`config.mk`:
```
export PLATFORM = sky130hd
export DESIGN_NAME = pwm_fade_ctrl
export DESIGN_NICKNAME = d
export VERILOG_FILES = /design/src/rtl/pwm_fade_ctrl.sv
export SDC_FILE = /design/constraint.sdc
export NUM_CORES = 1
export LEC_CHECK = 0
export BUFFER_PORTS_ARGS = -buffer_cell sky130_fd_sc_hd__buf_2
export CORE_ASPECT_RATIO = 0.6
export CORE_UTILIZATION = 24
export DETAILED_ROUTE_END_ITERATION = 8
export HOLD_SLACK_MARGIN = 0.15
export SLEW_MARGIN = 40
export SYNTH_ARGS = -nofsm -noshare
export SYNTH_HDL_FRONTEND = slang
export SYNTH_SLANG_ARGS = --single-unit
```
`constraint.sdc`:
```
create_clock -name clk -period 4.89 [get_ports clk]
set_clock_uncertainty 0.1 [all_clocks]
set_input_delay 0 -clock clk [delete_from_list [all_inputs] [get_ports clk]]
set_output_delay 0 -clock clk [all_outputs]
set_load 0.005 [all_outputs]
```
`src/rtl/pwm_fade_ctrl.sv`:
```
// LED-style fade sequencer: ramps a PWM duty from 0 up to a latched peak,
// dwells there for a latched number of step ticks, then ramps back to 0.
module pwm_fade_ctrl #(
  parameter int CLK_FREQ  = 50_000_000,
  parameter int STEP_FREQ = 100,
  parameter int DUTY_W    = 8
) (
  input  logic              clk,
  input  logic              rst,
  input  logic              start,
  input  logic              stop,
  input  logic [DUTY_W-1:0] target,
  input  logic [DUTY_W-1:0] hold_steps,
  output logic              pwm_out,
  output logic [DUTY_W-1:0] duty,
  output logic              busy,
  output logic              done
);

  localparam int STEP_MAX = CLK_FREQ / STEP_FREQ;
  localparam int STEP_W   = (STEP_MAX > 1) ? $clog2(STEP_MAX) : 1;
  localparam logic [STEP_W-1:0] STEP_LAST = STEP_W'(STEP_MAX - 1);

  typedef enum logic [1:0] {
    IDLE = 2'd0,
    UP   = 2'd1,
    HOLD = 2'd2,
    DOWN = 2'd3
  } state_t;

  state_t            state_reg,    state_next;
  logic [DUTY_W-1:0] duty_reg,     duty_next;
  logic [DUTY_W-1:0] pcnt_reg,     pcnt_next;
  logic [STEP_W-1:0] step_cnt_reg, step_cnt_next;
  logic [DUTY_W-1:0] hold_cnt_reg, hold_cnt_next;
  logic [DUTY_W-1:0] target_l_reg, target_l_next;
  logic [DUTY_W-1:0] hold_l_reg,   hold_l_next;
  logic              pwm_reg,      pwm_next;
  logic              done_reg,     done_next;
  logic              step_tick;

  // Free-running PWM carrier and registered comparator.
  always_comb begin
    pcnt_next = pcnt_reg + DUTY_W'(1);
    pwm_next  = (duty_reg > pcnt_reg);
  end

  // Step prescaler only runs while a fade is active, so the first tick after
  // start always lands exactly STEP_MAX cycles later.
  always_comb begin
    step_tick     = (state_reg != IDLE) && (step_cnt_reg == STEP_LAST);
    step_cnt_next = step_cnt_reg + STEP_W'(1);
    if (state_reg == IDLE) begin
      step_cnt_next = '0;
    end else if (step_tick) begin
      step_cnt_next = '0;
    end
  end

  always_comb begin
    state_next    = state_reg;
    duty_next     = duty_reg;
    hold_cnt_next = hold_cnt_reg;
    target_l_next = target_l_reg;
    hold_l_next   = hold_l_reg;
    done_next     = 1'b0;
    case (state_reg)
      IDLE: begin
        if (start && !stop) begin
          target_l_next = target;
          hold_l_next   = hold_steps;
          duty_next     = '0;
          state_next    = UP;
        end
      end
      UP: begin
        // An abort takes precedence over a coincident step tick.
        if (stop) begin
          state_next = DOWN;
        end else if (step_tick) begin
          if (duty_reg == target_l_reg) begin
            state_next    = HOLD;
            hold_cnt_next = '0;
          end else begin
            duty_next = duty_reg + DUTY_W'(1);
          end
        end
      end
      HOLD: begin
        if (stop) begin
          state_next = DOWN;
        end else if (step_tick) begin
          if (hold_cnt_reg == hold_l_reg) begin
            state_next = DOWN;
          end else begin
            hold_cnt_next = hold_cnt_reg + DUTY_W'(1);
          end
        end
      end
      DOWN: begin
        if (step_tick) begin
          if (duty_reg == '0) begin
            state_next = IDLE;
            done_next  = 1'b1;
          end else begin
            duty_next = duty_reg - DUTY_W'(1);
          end
        end
      end
      default: begin
        state_next = IDLE;
      end
    endcase
  end

  always_ff @(posedge clk) begin
    if (!rst) begin
      state_reg    <= IDLE;
      duty_reg     <= '0;
      pcnt_reg     <= '0;
      step_cnt_reg <= '0;
      hold_cnt_reg <= '0;
      target_l_reg <= '0;
      hold_l_reg   <= '0;
      pwm_reg      <= 1'b0;
      done_reg     <= 1'b0;
    end else begin
      state_reg    <= state_next;
      duty_reg     <= duty_next;
      pcnt_reg     <= pcnt_next;
      step_cnt_reg <= step_cnt_next;
      hold_cnt_reg <= hold_cnt_next;
      target_l_reg <= target_l_next;
      hold_l_reg   <= hold_l_next;
      pwm_reg      <= pwm_next;
      done_reg     <= done_next;
    end
  end

  assign pwm_out = pwm_reg;
  assign duty    = duty_reg;
  assign busy    = (state_reg != IDLE);
  assign done    = done_reg;

endmodule

```
==> qor.csv <==
metric,value,unit
clock_latency,0.33,ns
synth_flop_cell,dfxtp_1,
rows,33,
p_per_area,363,nW/um2
drtIter0Drc,117,
finalHoldViolations,0,
period_share,59.5,%
outcome,completed,
crit_chain,"ha_1, ha_1, a21o_1, a211o_1, a2111oi_2, nor3_1, o41ai_2, a21oi_1",
arrival,3.02,ns
synth_cells,395,
grt_overflow,0,
min_path_type,primary input to register,
yosys.area_share.simple,25.1,%
ios,31,
synthesis.nets,437,
start_util,25.0,%
yosysSeqAreaShare,36.5,%
synth_seq_cells,63,
die-area,14900,um2
path_class,register to register,
clkTransAtPathRegs,0.05,ns
rsz0062_at_grt,no,
cp_slowest_cell,ha_1,
drt_wl_total,7840,um
crit_path_start_kind,register,
dr.pass1.iters,4,
grt_pass1_vias,2780,
final_nets,497,
synth_top_family_by_area,simple AND/OR/NAND/NOR gates,
maxCapViolCount,0,
root_buffer,clkbuf_16,
synthXorXnorAreaFrac,11.2,%
synth_warnings,0,
die_w,157,um
synth.avg_cell_area,8.74,um2
cts_buffers,9,
slowest_delay,0.50,ns
cp_max_fo,14,
grt_max_degree,56,
postCtsSetupRepairBufs,0,
synth_cell_types,47,
setup.worst_path.end_class,register,
grt_usage,11.7,%
synth.area.mux_share,0.870,%
num_vias,2904,
crit_top_cell,ha_1,
peakVddDrop,0.160,mV
routedWlPerCell,12.0,um
setup_tns,0,ns
cts_hold_buffers,30,
required,5.00,ns
async_reset_ff_share,0,%
cts_buffer_depth,2,
drcViolationCount,0,
drive_gt1_share,11.3,%
cts_tree,done,
critical-path-top-delay-family,compound AO/OA/AOI/OAI gates,
syn_to_final_growth,27.5,%
antennaDiodeCount,0,
synthAdderAreaFrac,8.19,%
numClockSinks,63,
pre_cts_ws,2.01,ns
grt_pass1_wl,13400,um
slew_violations,0,
core,13800,um2
hpwl,5680,um
synth_edf_count,0,
port_buffers,30,
routabilityCongestion,0.775,
worstMarginPinSlew,0.773,ns
slew_headroom,47.8,%
static-leakage-power,1.69,nW
antenna_found_initial,0,
htreeDepth,3,
ant_nets,0,
finalCriticalPeriod,2.91,ns
syn_area,3450,um2
die_h,94.9,um
setup_ws,1.98,ns
vias_per_cell,4.45,
cts_resized,0,
largest_reg_flops,19,
synth_compound_area_share,14.5,%
path_buf_inv,0,
setup_viol,0,
clock.fmax,344,MHz
## layer usage
layer  GRT usage (%)  routed length (um)  vias up
met5               0                   0        -
met2            17.8                3380       39
met1            15.4                4050     1363
met4            3.68                  54        0
li1                -                   -     1495
met3            4.22                 360        7
## synth_stat cells, types with 2 or more instances
cell type | n | area (um2)
inv_1 | 19 | 71.3
o21ai_0 | 12 | 60.1
nor3b_1 | 3 | 22.5
nor2b_1 | 5 | 31.3
clkbuf_1 | 9 | 33.8
ha_1 | 21 | 263
a32o_1 | 6 | 60.1
and4_1 | 2 | 17.5
buf_4 | 3 | 22.5
nand3_1 | 19 | 95.1
a21oi_1 | 7 | 35.0
a21boi_0 | 17 | 128
and3b_1 | 5 | 43.8
nand4_1 | 8 | 50.1
nor4_1 | 3 | 18.8
and3_1 | 9 | 56.3
o31ai_1 | 2 | 15.0
a21boi_1 | 5 | 37.5
o311ai_0 | 2 | 17.5
a21o_1 | 5 | 37.5
xnor2_1 | 31 | 272
nor3_1 | 5 | 25.0
o211a_1 | 2 | 20.0
or3b_1 | 2 | 17.5
mux2i_1 | 3 | 30.0
dfxtp_1 | 63 | 1260
nand2b_1 | 2 | 12.5
and2_1 | 10 | 62.6
nor2_1 | 25 | 93.8
xor2_1 | 13 | 114
nand2_1 | 58 | 218
or3_1 | 4 | 25.0
## worst paths after layout
check	from	to	slack [ns]	cells past startpoint
setup / recovery	state_reg[0]$_SDFFE_PN0P_	duty[7]$_SDFFE_PN0P_	1.98	8
hold / removal	start	hold_l_reg[6]$_SDFFE_PN0P_	0.15	5
setup reg to reg	state_reg[0]$_SDFFE_PN0P_	duty[7]$_SDFFE_PN0P_	1.98	8
hold reg to reg	pcnt_reg[0]$_SDFF_PN0_	pcnt_reg[0]$_SDFF_PN0_	0.37	1
## stage by stage
step	cells	cell area, um2	power, mW	utilization (%)	hold slack, ns
after floorplan	395	3450	0.857	-	0.0449
after global placement	605	3790	0.936	27.4	0.166
after detailed placement	605	3790	0.950	27.4	0.165
after CTS	651	4390	1.62	31.7	0.154
after global routing	652	4400	1.70	31.8	0.202
final	652	4400	1.60	31.8	0.149
## placed cells by master, fill, tap and decap left out, drive strengths merged, types with 2 or more instances in the layout
cell type and n:
xnor2 31, buf 30, dfxtp 63, and3b 5
a32o 6, and4 3, nor2b 5, a21o 5
nor3b 3, inv 19, a21oi 7, nor4 4
or3 4, o31ai 2, o21ai 12, and3 9
o211a 2, clkbuf 11, mux2i 3, nand2 58
xor2 13, or3b 2, ha 21, dlygate4sd3 31
clkinvlp 3, o311ai 2, nand2b 2, nand3 19
a21boi 22, nand4 8, and2 10, nor3 5
nor2 25
## power breakdown
group | switching, mW | internal [mW] | total [mW]
logic | 0.227 | 0.156 | 0.383
clock network | 0.227 | 0.407 | 0.633
registers | 0.0357 | 0.547 | 0.583
## final cells by class
cell class,instances,area [um2]
Fill cell,1428,9430
Multi-Input combinational cell,301,2070
Sequential cell,63,1260
Timing Repair Buffer,61,463
Clock buffer,11,243
Tap cell,192,240
Inverter,19,71.3
Clock inverter,5,57.6
## tightest hold or removal path: cells and delay by family
family / cells / cell delay [ns]
buffers and inverters: 1 / 0.12
AND/OR/NAND/NOR: 3 / 0.35
AO/OA/AOI/OAI: 1 / 0.07
## kinds of logic (layout without fill, tap and decap cells)
| logic type | Yosys count | count (layout) |
|---|---|---|
| flops | 63 | 63 |
| simple gates | 165 | 165 |
| buf+inv | 31 | 96 |
| mux | 3 | 3 |
| xor+xnor | 44 | 44 |
| fa+ha+maj | 22 | 22 |
| compound gates | 67 | 67 |
Note: power is estimated with default switching activity, not from simulation.
